--- src/rtl/alu_arbiter_pkg.sv ---
// Shared types for the ALU arbiter: ALU operation/carry encodings and the arbiter FSM states.
package alu_arbiter_pkg;

  typedef enum logic [1:0] {
    ADD      = 2'd0,
    SUBTRACT = 2'd1,
    MULTIPLY = 2'd2
  } sel_t;

  typedef enum logic {
    NO_CARRY   = 1'b0,
    WITH_CARRY = 1'b1
  } mode_t;

  typedef enum logic [1:0] {
    IDLE  = 2'd0,
    ISSUE = 2'd1,
    WAIT  = 2'd2,
    RESP  = 2'd3
  } arb_state_t;

  localparam int CNT_W = 16;
  localparam logic [CNT_W-1:0] CNT_MAX = 16'hFFFF;

endpackage

--- src/rtl/alu_arbiter_if.sv ---
// Request/response bundle between the requester clients (master) and the ALU arbiter (slave).
interface alu_arbiter_if
  import alu_arbiter_pkg::*;
#(
  parameter int N_REQ = 4,
  parameter int OP_W  = 4,
  parameter int RES_W = 8
);
  localparam int ID_W = $clog2(N_REQ);

  logic [N_REQ-1:0]        Req_Valid;
  logic [N_REQ-1:0]        Req_Ready;
  logic [N_REQ*OP_W-1:0]   Req_Op1;
  logic [N_REQ*OP_W-1:0]   Req_Op2;
  sel_t  [N_REQ-1:0]       Req_Sel;
  mode_t [N_REQ-1:0]       Req_Mode;
  logic [N_REQ-1:0]        Req_C_In;
  logic                    Rsp_Valid;
  logic                    Rsp_Ready;
  logic [ID_W-1:0]         Rsp_Id;
  logic [RES_W-1:0]        Rsp_Result;
  logic                    Rsp_Equal;

  modport master (
    output Req_Valid, Req_Op1, Req_Op2, Req_Sel, Req_Mode, Req_C_In, Rsp_Ready,
    input  Req_Ready, Rsp_Valid, Rsp_Id, Rsp_Result, Rsp_Equal
  );

  modport slave (
    input  Req_Valid, Req_Op1, Req_Op2, Req_Sel, Req_Mode, Req_C_In, Rsp_Ready,
    output Req_Ready, Rsp_Valid, Rsp_Id, Rsp_Result, Rsp_Equal
  );

endinterface

--- src/rtl/alu_arbiter_rr_pick.sv ---
// Combinational round-robin picker: first valid requester at or after ptr, wrapping modulo N_REQ.
module alu_arbiter_rr_pick #(
  parameter  int N_REQ = 4,
  localparam int ID_W  = $clog2(N_REQ)
) (
  input  logic [ID_W-1:0]  ptr,
  input  logic [N_REQ-1:0] valid,
  output logic [N_REQ-1:0] grant,
  output logic [ID_W-1:0]  idx,
  output logic             any
);
  localparam int SUM_W = ID_W + 1;

  logic [ID_W-1:0] cand [N_REQ];

  // cand[k] is the requester k positions after ptr; ptr is always < N_REQ so one subtract wraps.
  for (genvar gi = 0; gi < N_REQ; gi++) begin : g_cand
    logic [SUM_W-1:0] sum;
    assign sum = {1'b0, ptr} + SUM_W'(gi);
    assign cand[gi] = (sum >= SUM_W'(N_REQ)) ? ID_W'(sum - SUM_W'(N_REQ)) : sum[ID_W-1:0];
  end

  always_comb begin
    any = 1'b0;
    idx = '0;
    for (int k = N_REQ - 1; k >= 0; k--) begin
      if (valid[cand[k]]) begin
        any = 1'b1;
        idx = cand[k];
      end
    end
    grant = any ? (N_REQ'(1) << idx) : '0;
  end

endmodule

--- src/rtl/alu_arbiter.sv ---
// Round-robin sharing of one registered ALU between N_REQ requesters, one op in flight.
// Define ALU_ARB_CNT_EN to add the saturating Op_Count output of completed responses.
module alu_arbiter
  import alu_arbiter_pkg::*;
#(
  parameter int N_REQ = 4,
  parameter int OP_W  = 4,
  parameter int RES_W = 8
) (
  input  logic             Clock,
  input  logic             Reset_N,
  alu_arbiter_if.slave     bus,
  output logic [OP_W-1:0]  Alu_Op1,
  output logic [OP_W-1:0]  Alu_Op2,
  output sel_t             Alu_Sel,
  output mode_t            Alu_Mode,
  output logic             Alu_C_In,
  input  logic [RES_W-1:0] Alu_Result,
  input  logic             Alu_Equal
`ifdef ALU_ARB_CNT_EN
  ,
  output logic [CNT_W-1:0] Op_Count
`endif
);
  localparam int ID_W = $clog2(N_REQ);

  arb_state_t       state_reg;
  logic [ID_W-1:0]  ptr_reg;
  logic [ID_W-1:0]  id_reg;
  logic [OP_W-1:0]  op1_reg;
  logic [OP_W-1:0]  op2_reg;
  sel_t             sel_reg;
  mode_t            mode_reg;
  logic             c_in_reg;
  logic             rsp_valid_reg;
  logic [ID_W-1:0]  rsp_id_reg;
  logic [RES_W-1:0] rsp_result_reg;
  logic             rsp_equal_reg;

  logic [N_REQ-1:0] pick_grant;
  logic [ID_W-1:0]  pick_idx;
  logic             pick_any;
  logic [ID_W-1:0]  ptr_next;
  logic             rsp_fire;

  alu_arbiter_rr_pick #(.N_REQ(N_REQ)) u_pick (
    .ptr   (ptr_reg),
    .valid (bus.Req_Valid),
    .grant (pick_grant),
    .idx   (pick_idx),
    .any   (pick_any)
  );

  assign ptr_next = (pick_idx == ID_W'(N_REQ - 1)) ? '0 : pick_idx + ID_W'(1);
  assign rsp_fire = rsp_valid_reg & bus.Rsp_Ready;

  // Grant is offered only while idle and out of reset, so at most one requester sees ready.
  assign bus.Req_Ready  = (Reset_N && state_reg == IDLE) ? pick_grant : '0;
  assign bus.Rsp_Valid  = rsp_valid_reg;
  assign bus.Rsp_Id     = rsp_id_reg;
  assign bus.Rsp_Result = rsp_result_reg;
  assign bus.Rsp_Equal  = rsp_equal_reg;

  assign Alu_Op1  = op1_reg;
  assign Alu_Op2  = op2_reg;
  assign Alu_Sel  = sel_reg;
  assign Alu_Mode = mode_reg;
  assign Alu_C_In = c_in_reg;

  always_ff @(posedge Clock) begin
    if (!Reset_N) begin
      state_reg      <= IDLE;
      ptr_reg        <= '0;
      id_reg         <= '0;
      op1_reg        <= '0;
      op2_reg        <= '0;
      sel_reg        <= ADD;
      mode_reg       <= NO_CARRY;
      c_in_reg       <= 1'b0;
      rsp_valid_reg  <= 1'b0;
      rsp_id_reg     <= '0;
      rsp_result_reg <= '0;
      rsp_equal_reg  <= 1'b0;
    end else begin
      case (state_reg)
        IDLE: begin
          if (pick_any) begin
            op1_reg   <= bus.Req_Op1[pick_idx*OP_W +: OP_W];
            op2_reg   <= bus.Req_Op2[pick_idx*OP_W +: OP_W];
            sel_reg   <= bus.Req_Sel[pick_idx];
            mode_reg  <= bus.Req_Mode[pick_idx];
            c_in_reg  <= bus.Req_C_In[pick_idx];
            id_reg    <= pick_idx;
            ptr_reg   <= ptr_next;
            state_reg <= ISSUE;
          end
        end
        ISSUE: state_reg <= WAIT;
        WAIT: begin
          // ALU sampled the op regs at the end of ISSUE, so its outputs are settled here.
          rsp_result_reg <= Alu_Result;
          rsp_equal_reg  <= Alu_Equal;
          rsp_id_reg     <= id_reg;
          rsp_valid_reg  <= 1'b1;
          state_reg      <= RESP;
        end
        RESP: begin
          if (rsp_fire) begin
            rsp_valid_reg <= 1'b0;
            state_reg     <= IDLE;
          end
        end
        default: state_reg <= IDLE;
      endcase
    end
  end

`ifdef ALU_ARB_CNT_EN
  logic [CNT_W-1:0] op_count_reg;

  always_ff @(posedge Clock) begin
    if (!Reset_N) begin
      op_count_reg <= '0;
    end else if (rsp_fire && op_count_reg != CNT_MAX) begin
      op_count_reg <= op_count_reg + CNT_W'(1);
    end
  end

  assign Op_Count = op_count_reg;
`endif

endmodule

--- src/flat_wrapper.sv ---
// flat-port wrapper written by rule: the top's interface ports become plain ports
module alu_arbiter_flat import alu_arbiter_pkg::*;
#(
  parameter int N_REQ = 4,
  parameter int OP_W  = 4,
  parameter int RES_W = 8
)
  (Clock, Reset_N, Alu_Op1, Alu_Op2, Alu_Sel, Alu_Mode, Alu_C_In, Alu_Result, Alu_Equal, bus_Req_Valid, bus_Req_Op1, bus_Req_Op2, bus_Req_Sel, bus_Req_Mode, bus_Req_C_In, bus_Rsp_Ready, bus_Req_Ready, bus_Rsp_Valid, bus_Rsp_Id, bus_Rsp_Result, bus_Rsp_Equal);
  alu_arbiter_if #(.N_REQ(N_REQ), .OP_W(OP_W), .RES_W(RES_W)) bus_i ();
  input  logic Clock;
  input  logic Reset_N;
  output logic [OP_W-1:0] Alu_Op1;
  output logic [OP_W-1:0] Alu_Op2;
  output sel_t Alu_Sel;
  output mode_t Alu_Mode;
  output logic Alu_C_In;
  input  logic [RES_W-1:0] Alu_Result;
  input  logic Alu_Equal;
  input wire logic [$bits(bus_i.Req_Valid)-1:0] bus_Req_Valid;
  input wire logic [$bits(bus_i.Req_Op1)-1:0] bus_Req_Op1;
  input wire logic [$bits(bus_i.Req_Op2)-1:0] bus_Req_Op2;
  input wire logic [$bits(bus_i.Req_Sel)-1:0] bus_Req_Sel;
  input wire logic [$bits(bus_i.Req_Mode)-1:0] bus_Req_Mode;
  input wire logic [$bits(bus_i.Req_C_In)-1:0] bus_Req_C_In;
  input wire logic [$bits(bus_i.Rsp_Ready)-1:0] bus_Rsp_Ready;
  output wire logic [$bits(bus_i.Req_Ready)-1:0] bus_Req_Ready;
  output wire logic [$bits(bus_i.Rsp_Valid)-1:0] bus_Rsp_Valid;
  output wire logic [$bits(bus_i.Rsp_Id)-1:0] bus_Rsp_Id;
  output wire logic [$bits(bus_i.Rsp_Result)-1:0] bus_Rsp_Result;
  output wire logic [$bits(bus_i.Rsp_Equal)-1:0] bus_Rsp_Equal;
  assign bus_i.Req_Valid = bus_Req_Valid;
  assign bus_i.Req_Op1 = bus_Req_Op1;
  assign bus_i.Req_Op2 = bus_Req_Op2;
  assign bus_i.Req_Sel = bus_Req_Sel;
  assign bus_i.Req_Mode = bus_Req_Mode;
  assign bus_i.Req_C_In = bus_Req_C_In;
  assign bus_i.Rsp_Ready = bus_Rsp_Ready;
  assign bus_Req_Ready = bus_i.Req_Ready;
  assign bus_Rsp_Valid = bus_i.Rsp_Valid;
  assign bus_Rsp_Id = bus_i.Rsp_Id;
  assign bus_Rsp_Result = bus_i.Rsp_Result;
  assign bus_Rsp_Equal = bus_i.Rsp_Equal;
  alu_arbiter #(.N_REQ(N_REQ), .OP_W(OP_W), .RES_W(RES_W)) u_core (.Clock(Clock), .Reset_N(Reset_N), .bus(bus_i), .Alu_Op1(Alu_Op1), .Alu_Op2(Alu_Op2), .Alu_Sel(Alu_Sel), .Alu_Mode(Alu_Mode), .Alu_C_In(Alu_C_In), .Alu_Result(Alu_Result), .Alu_Equal(Alu_Equal));
endmodule
--- config.mk ---
export PLATFORM = sky130hd
export DESIGN_NAME = alu_arbiter_flat
export DESIGN_NICKNAME = d
export VERILOG_FILES = /design/src/rtl/alu_arbiter_pkg.sv /design/src/rtl/alu_arbiter_if.sv /design/src/rtl/alu_arbiter_rr_pick.sv /design/src/rtl/alu_arbiter.sv /design/src/flat_wrapper.sv
export SDC_FILE = /design/constraint.sdc
export NUM_CORES = 1
export LEC_CHECK = 0
export CORE_ASPECT_RATIO = 0.6
export CORE_MARGIN = 2
export CORE_UTILIZATION = 45
export DETAILED_ROUTE_END_ITERATION = 7
export DONT_BUFFER_PORTS = 1
export GPL_ROUTABILITY_DRIVEN = 0
export PLACE_DENSITY = 0.68
export SYNTH_ARGS = -nofsm -noshare
export SYNTH_HDL_FRONTEND = slang
export SYNTH_SLANG_ARGS = --single-unit
--- constraint.sdc ---
create_clock -name Clock -period 2.4 [get_ports Clock]
set_input_delay 0.48 -clock Clock [delete_from_list [all_inputs] [get_ports Clock]]
set_output_delay 0.48 -clock Clock [all_outputs]
set_load 0.005 [all_outputs]
== Word level (Yosys, flattened, before mapping) ==
Index checks and enable logic that the tools add are counted.

* Output and inout bits: 28
* Bits in registers: 30
* Word-level logic and storage cells: 79
* Input port bits: 64
* Bits in read-only memories: 0
* Bits in latches: 0
* Memories kept: 0
* Memory bits (writable): 0

* Reductions and logical operators: 6
* Muxes and demuxes: 34
* Bitwise logic cells: 1
* Div/mod/pow operators: 0
* Order comparisons: 9
* Equality and inequality tests: 6
* Multipliers: 0
* Shifts and indexed selects: 3
* Add/sub/neg operators: 8

{| class="wikitable"
|+ Operators by type and width
! cell !! count
|-
| $shiftx A16 B5 Y4 || 2
|-
| $mux W2 || 12
|-
| $lt A2 B3 Y1 const B || 5
|-
| $bmux W1 S2 || 6
|-
| $mux W1 || 11
|-
| $ge A3 B3 Y1 const B || 3
|-
| $mux W4 || 2
|-
| $pmux W2 S4 || 1
|-
| $sub A2 B1 Y2 const B || 4
|-
| $add A2 B2 Y3 const B || 2
|-
| $eq A2 B2 Y1 const B || 3
|-
| $reduce_and A2 Y1 || 3
|-
| $bmux W2 S2 || 1
|-
| $ne A2 B1 Y1 const B || 2
|-
| $shl A1 B2 Y4 const A || 1
|-
| $add A2 B1 Y3 const B || 1
|-
| $ge A2 B3 Y1 const B || 1
|-
| $add A2 B1 Y2 const B || 1
|-
| $eq A2 B1 Y1 const B || 1
|-
| $logic_not A2 Y1 || 1
|-
| $pmux W1 S2 || 1
|-
| $reduce_bool A2 Y1 || 1
|-
| $and A1 B1 Y1 || 1
|-
| $logic_and A1 B1 Y1 || 1
|}

== Depth between registers and ports, before layout ==
* Depth after elaboration: 12
* Gate-level depth with buffers: 9
* Mapped depth without buffers: 7

== Hierarchy ==
A second synthesis with hierarchy kept.

* Cells, all modules: 180
* Area total of the unflattened synthesis: 1,788.0 sq um

{| class="wikitable"
|+ Modules (own cells, without submodules)
! module !! cells each !! area an instance (sq um) !! seq. area each (sq um) !! instances
|-
| alu_arbiter || 151 || 1,605.3 || 600.6 || 1
|-
| alu_arbiter_rr_pick || 29 || 182.7 || 0.0 || 1
|}

== Worst setup path before layout ==
No wires, ideal clock.

* Kind: input to output
* Start point: input bus_Req_Valid[2]
* End point: output bus_Req_Ready[2]
* Stages: 7
* Required time: 1.920 ns
* Buffers on the path: 2
* Arrival: 1.668 ns
* Setup slack: 0.252 ns
* Cells stage by stage: nor2b_1 a211o_1 and2_1 buf_6 buf_6 ha_1 and3_1

* Cells in the longest elaborated chain, start to end: 9
* Elaborated cells between the ends (all ways): 19
* Those cells by class: 1 x shift; 18 x mux

{| class="wikitable"
|+ Ends and longest elaborated chain
! item !! line !! RTL
|-
| from (decl) || flat_wrapper.sv:19 || <nowiki>input wire logic [$bits(bus_i.Req_Valid)-1:0] bus_Req_Valid;</nowiki>
|-
| $bmux W1 S2 || alu_arbiter_rr_pick.sv:27 || <nowiki>if (valid[cand[k]]) begin</nowiki>
|-
| $mux W1 (not written as such) || alu_arbiter_rr_pick.sv:27 ||
|-
| $mux W2 (4 in a row) || alu_arbiter_rr_pick.sv:27 ||
|-
| $shl A1 B2 Y4 || alu_arbiter_rr_pick.sv:32 || <nowiki>grant = any ? (N_REQ'(1) << idx) : '0;</nowiki>
|-
| $mux W4 * || alu_arbiter_rr_pick.sv:32 ||
|-
| $mux W4 * || alu_arbiter.sv:58 || <nowiki>assign bus.Req_Ready = (Reset_N && state_reg == IDLE) ? pick_grant : '0;</nowiki>
|-
| to (decl) || flat_wrapper.sv:26 || <nowiki>output wire logic [$bits(bus_i.Req_Ready)-1:0] bus_Req_Ready;</nowiki>
|}

Mark *: on every way between the ends. The rest lies on a longest branch, timed or not. The select of a mux whose other input is x is not followed.

== Final worst setup path ==
* Start point: register u_core.ptr_reg[1]
* End point: output bus_Req_Ready[1]

* Cells in the longest elaborated chain, start to end: 12
* Elaborated cells between the ends (all ways): 34
* Those cells by class: 7 x add/sub; 4 x order compare; 1 x shift; 22 x mux

{| class="wikitable"
|+ Ends and longest elaborated chain
! item !! line !! RTL
|-
| from (decl) || alu_arbiter.sv:28 || <nowiki>logic [ID_W-1:0] ptr_reg;</nowiki>
|-
| from (signal assigned) || alu_arbiter.sv:94 || <nowiki>ptr_reg <= ptr_next;</nowiki>
|-
| $add A2 B2 Y3 || alu_arbiter_rr_pick.sv:19 || <nowiki>assign sum = {1'b0, ptr} + SUM_W'(gi);</nowiki>
|-
| $ge A3 B3 Y1 or $sub A2 B1 Y2 (tied branches) || alu_arbiter_rr_pick.sv:20 || <nowiki>assign cand[gi] = (sum >= SUM_W'(N_REQ)) ? ID_W'(sum - SUM_W'(N_REQ)) : sum[ID_W-1:0];</nowiki>
|-
| $mux W2 || alu_arbiter_rr_pick.sv:20 ||
|-
| $bmux W1 S2 || alu_arbiter_rr_pick.sv:27 ||
|-
| $mux W1 (not written as such) || alu_arbiter_rr_pick.sv:27 ||
|-
| $mux W2 (4 in a row) || alu_arbiter_rr_pick.sv:27 ||
|-
| $shl A1 B2 Y4 || alu_arbiter_rr_pick.sv:32 ||
|-
| $mux W4 * || alu_arbiter_rr_pick.sv:32 ||
|-
| $mux W4 * || alu_arbiter.sv:58 ||
|}

Marks and branches as above.

==> run summary <==
For the pin with the worst max-slew slack, the measured transition is 0.823 ns. The worst-case IR drop observed on VDD is 0.653 mV. The post-synthesis instance area was 0.00164 sq mm. Counting instances, the worst hold path has a depth of 2. Averaged over all synthesized cells, the footprint is 8.62 sq um.

The core region area is 0.00336 sq mm, and the insertion delay to the later sink of the worst-skew pair is 0.28 ns. In this run, the number of DRC markers left after iteration 0 of detailed routing was 74. The via count of the first global-routing pass was 1394. The slowest library cell on the worst path was sky130_fd_sc_hd__dfxtp_1. After clock tree synthesis, the clock-pin slew on the worst setup and hold paths is 0.07 ns.

After detailed routing, the total wire length is 4.26 mm. In this run the most used layer during global routing was met2. Once the clock tree was built, the resizer swapped 0 gates to a different size. The final period utilization is 0.886, and the post-route cell area is 0.00182 sq mm. Entering global routing, the biggest net connects 25 pins. The logs give 0 for the initial antenna violation count and 0.240 for the global-route track usage on met1. The logs give 0.449 for the worst max-slew margin expressed relative to the limit and 3.20 mm for the detailed-placement wirelength estimate.

The tools report the met3 layer usage reported by global route as 0.0719. The pre-antenna-repair detailed-routing pass consisted of 4 iterations. Measured along the x axis, the die boundary spans 81.9 um.

The register with the most flip-flops in the layout has 8 of them. For the worst setup path, the data arrival time is 1.65 ns. Detailed routing inserted a total of 1396 vias. The clock buffer count from CTS was 5; the number of sinks handled by clock tree synthesis was 30. For this run the aggregate overflow at the end of global routing stands at 0. The most used flip-flop cell after synthesis is sky130_fd_sc_hd__dfxtp_1. Share of post-route cells with drive strength above 1: 0.0833. The number of endpoints with negative hold slack in the final report is 0.

In this run the worst setup path begins at u_core.ptr_reg[1]$_SDFFE_PN0P_. Buffers placed on the I/O ports in this run total 0. In this run the number of cells on the critical path is 5. After detailed placement, the total cell area comes to 0.00168 sq mm. Full die area: 0.00415 sq mm. Setup violations remaining at the end of the flow were counted as 0. The per-cell via count in the routed design came out at 5.89. After detailed routing, the number of remaining DRC violations is 0. The number of storage elements in the synthesis netlist was 30. The signal on the critical path passes through nand2_1 -> a211o_1 -> and2_1 -> buf_4 -> nor2_1. The tools report the element type at the critical path end as a primary output. The logs give 92 for the number of I/O pins and 0 for the number of max-cap violations. For this run, the post-layout net count is 261. 0 antenna diodes ended up in the layout.

In this run the critical register-to-register path is launched from u_core.state_reg[0]$_SDFFE_PN0P_. By area the synthesized netlist is led by sky130_fd_sc_hd__dfxtp_1 37%, sky130_fd_sc_hd__mux2i_1 16%, sky130_fd_sc_hd__and3_1 5.7%. STA classifies the critical path startpoint as a register.

The family of cells with the greatest summed delay on the critical path is simple AND/OR/NAND/NOR gates. In the final routed layout, each cell accounts on average for 18.0 um. TritonCTS built the clock tree.

Starting density of the core: 0.487. The worst hold path begins at Reset_N. In the synthesized netlist, the number of instances is 190.

The async set or reset register ratio after synthesis came out at 0. The final period demand of the worst path came out at 2.13 ns. The power density relative to cell area works out to 1280 mW/mm^2. The biggest area contributor in the post-synthesis netlist is sky130_fd_sc_hd__dfxtp_1. The run gives 27 as the distinct cell type count after synthesis. The area growth from synthesis to layout is 11.2%. The tightest min-delay check is of the primary input to register type. Once detail routing completed, the nets flagged for antenna violations numbered 0. In this run the core area contains 16 standard-cell rows.

Setup repair after global routing left no endpoint under its margin. For the first-pass GRT wire length, the log shows 6.38 mm. The number of slew-limit violations in the final report is 0. The delay of the slowest cell on the worst path was 0.39 ns; the count of warnings emitted by yosys was 0.

The global-route met2 utilization was 0.346; the leakage power was 0.000744 uW. The logs give 260 for the synthesized net count and 0.207 for the overall fraction of global-route tracks in use. In this run the worst path has a maximum fanout of 14. Adding up every negative setup slack in the final design gives 0 ns. The logs give 310 for the filler cell count and 0.00429 ns for the worst clock skew. Post-CTS timing repair inserted 0 buffers for setup. Based on the critical path, the design can be clocked at up to 470 MHz. The flow ran to the end, and the final reports show no timing, DRC or antenna violations. The worst register-to-register path has a depth of 7. After clock tree synthesis, the flow added hold-fix buffers numbering 0.

The portion of synthesized cell area occupied by the leading cell type is 0.367, and the buffer depth of the longest clock path is 2. The tree is rooted in a sky130_fd_sc_hd__clkbuf_8. Maximum level of the CTS H-tree: 2. The run gives 0.367 as the register area share after synthesis. The count of buffering cells on the critical path with inverters included was 1. The number of enable flip-flop cells after synthesis was 0; the die span in y was 50.7 um.

The classification of the worst setup path is register to primary output. For the worst setup path, the data required time is 1.92 ns.
[per-layer routing]
layer / vias to the layer above / wire, um / part of all wire
met5: - / 0 / 0
met4: 0 / 50 / 0.012
met3: 7 / 344 / 0.081
met2: 58 / 2060 / 0.48
met1: 660 / 1810 / 0.43
li1: 671 / - / -
[cells by family after synthesis]
group / after synthesis / share of synthesized area
buffers and inverters: 18 / 0.0535
AND/OR/NAND/NOR: 62 / 0.176
multiplexers: 26 / 0.159
adder cells (fa/ha/maj): 6 / 0.0458
flip-flops: 30 / 0.367
AO/OA/AOI/OAI: 48 / 0.199
[report_power, final]
part,internal [uW],switching (uW),total (uW)
clock,443,199,641
combinational,381,491,872
sequential,675,133,808
total,1500,822,2320
[final timing paths]
kind                                            end  slack, ns
hold / removal       u_core.ptr_reg[0]$_SDFFE_PN0P_       0.34
setup / recovery                   bus_Req_Ready[1]       0.27
hold reg to reg   u_core.bus.Rsp_Id[0]$_SDFFE_PN0P_       0.50
setup reg to reg     u_core.Alu_Op1[0]$_SDFFE_PN0P_       0.38
[cell usage in the layout, fill, tap and decap left out, types with 2 or more instances in the layout]
cell type                   count
sky130_fd_sc_hd__nand2_1       16
sky130_fd_sc_hd__o21ai_0       14
sky130_fd_sc_hd__ha_1           6
sky130_fd_sc_hd__dfxtp_1       30
sky130_fd_sc_hd__a21boi_0      12
sky130_fd_sc_hd__clkbuf_8       6
sky130_fd_sc_hd__and3_1        15
sky130_fd_sc_hd__nor2b_1        5
sky130_fd_sc_hd__nor2_1        23
sky130_fd_sc_hd__a21oi_1        3
sky130_fd_sc_hd__buf_4          7
sky130_fd_sc_hd__mux2i_1       26
sky130_fd_sc_hd__bufinv_16      2
sky130_fd_sc_hd__inv_1          4
sky130_fd_sc_hd__o211ai_1      12
[cell usage after synthesis, types with 2 or more instances]
cell and n:
sky130_fd_sc_hd__dfxtp_1 30, sky130_fd_sc_hd__mux2i_1 26, sky130_fd_sc_hd__nor2_1 23, sky130_fd_sc_hd__nand2_1 16, sky130_fd_sc_hd__and3_1 15, sky130_fd_sc_hd__o21ai_0 14
sky130_fd_sc_hd__a21boi_0 12, sky130_fd_sc_hd__o211ai_1 12, sky130_fd_sc_hd__clkbuf_1 6, sky130_fd_sc_hd__ha_1 6, sky130_fd_sc_hd__nor2b_1 5, sky130_fd_sc_hd__buf_2 4
sky130_fd_sc_hd__inv_1 4, sky130_fd_sc_hd__a21oi_1 3, sky130_fd_sc_hd__buf_6 2
[area by class of cell]
| cell class | instances | area [sq um] | share of cell area |
|---|---|---|---|
| Sequential cell | 30 | 601 | 0.330 |
| Tap cell | 45 | 56.3 | 0.0309 |
| Clock inverter | 2 | 60.1 | 0.0330 |
| Timing Repair Buffer | 7 | 52.6 | 0.0289 |
| Clock buffer | 6 | 82.6 | 0.0454 |
| Multi-Input combinational cell | 142 | 950 | 0.522 |
| Inverter | 5 | 18.8 | 0.0103 |
[worst reg2reg max path, stage by stage, from the launching register on]
cell,delay (ns)
sky130_fd_sc_hd__dfxtp_1,0.33
sky130_fd_sc_hd__inv_1,0.10
sky130_fd_sc_hd__ha_1,0.19
sky130_fd_sc_hd__o41a_1,0.19
sky130_fd_sc_hd__nand2_1,0.08
sky130_fd_sc_hd__a31oi_1,0.62
sky130_fd_sc_hd__o21ai_0,0.29
sky130_fd_sc_hd__o211ai_1,0.15
[metrics by stage]
stage	util	hold WS, ns	setup WS (ns)	cells	power [uW]
CTS	0.541	0.340	0.286	237	2330
finish	0.541	0.344	0.275	237	2320
floorplan	-	0.460	0.252	190	1500
detailed placement	0.499	0.500	0.400	229	1690
global placement	0.499	0.486	0.464	229	1630
global route	0.541	0.344	0.169	237	2480
No activity file was read; power rests on OpenSTA's default activity.
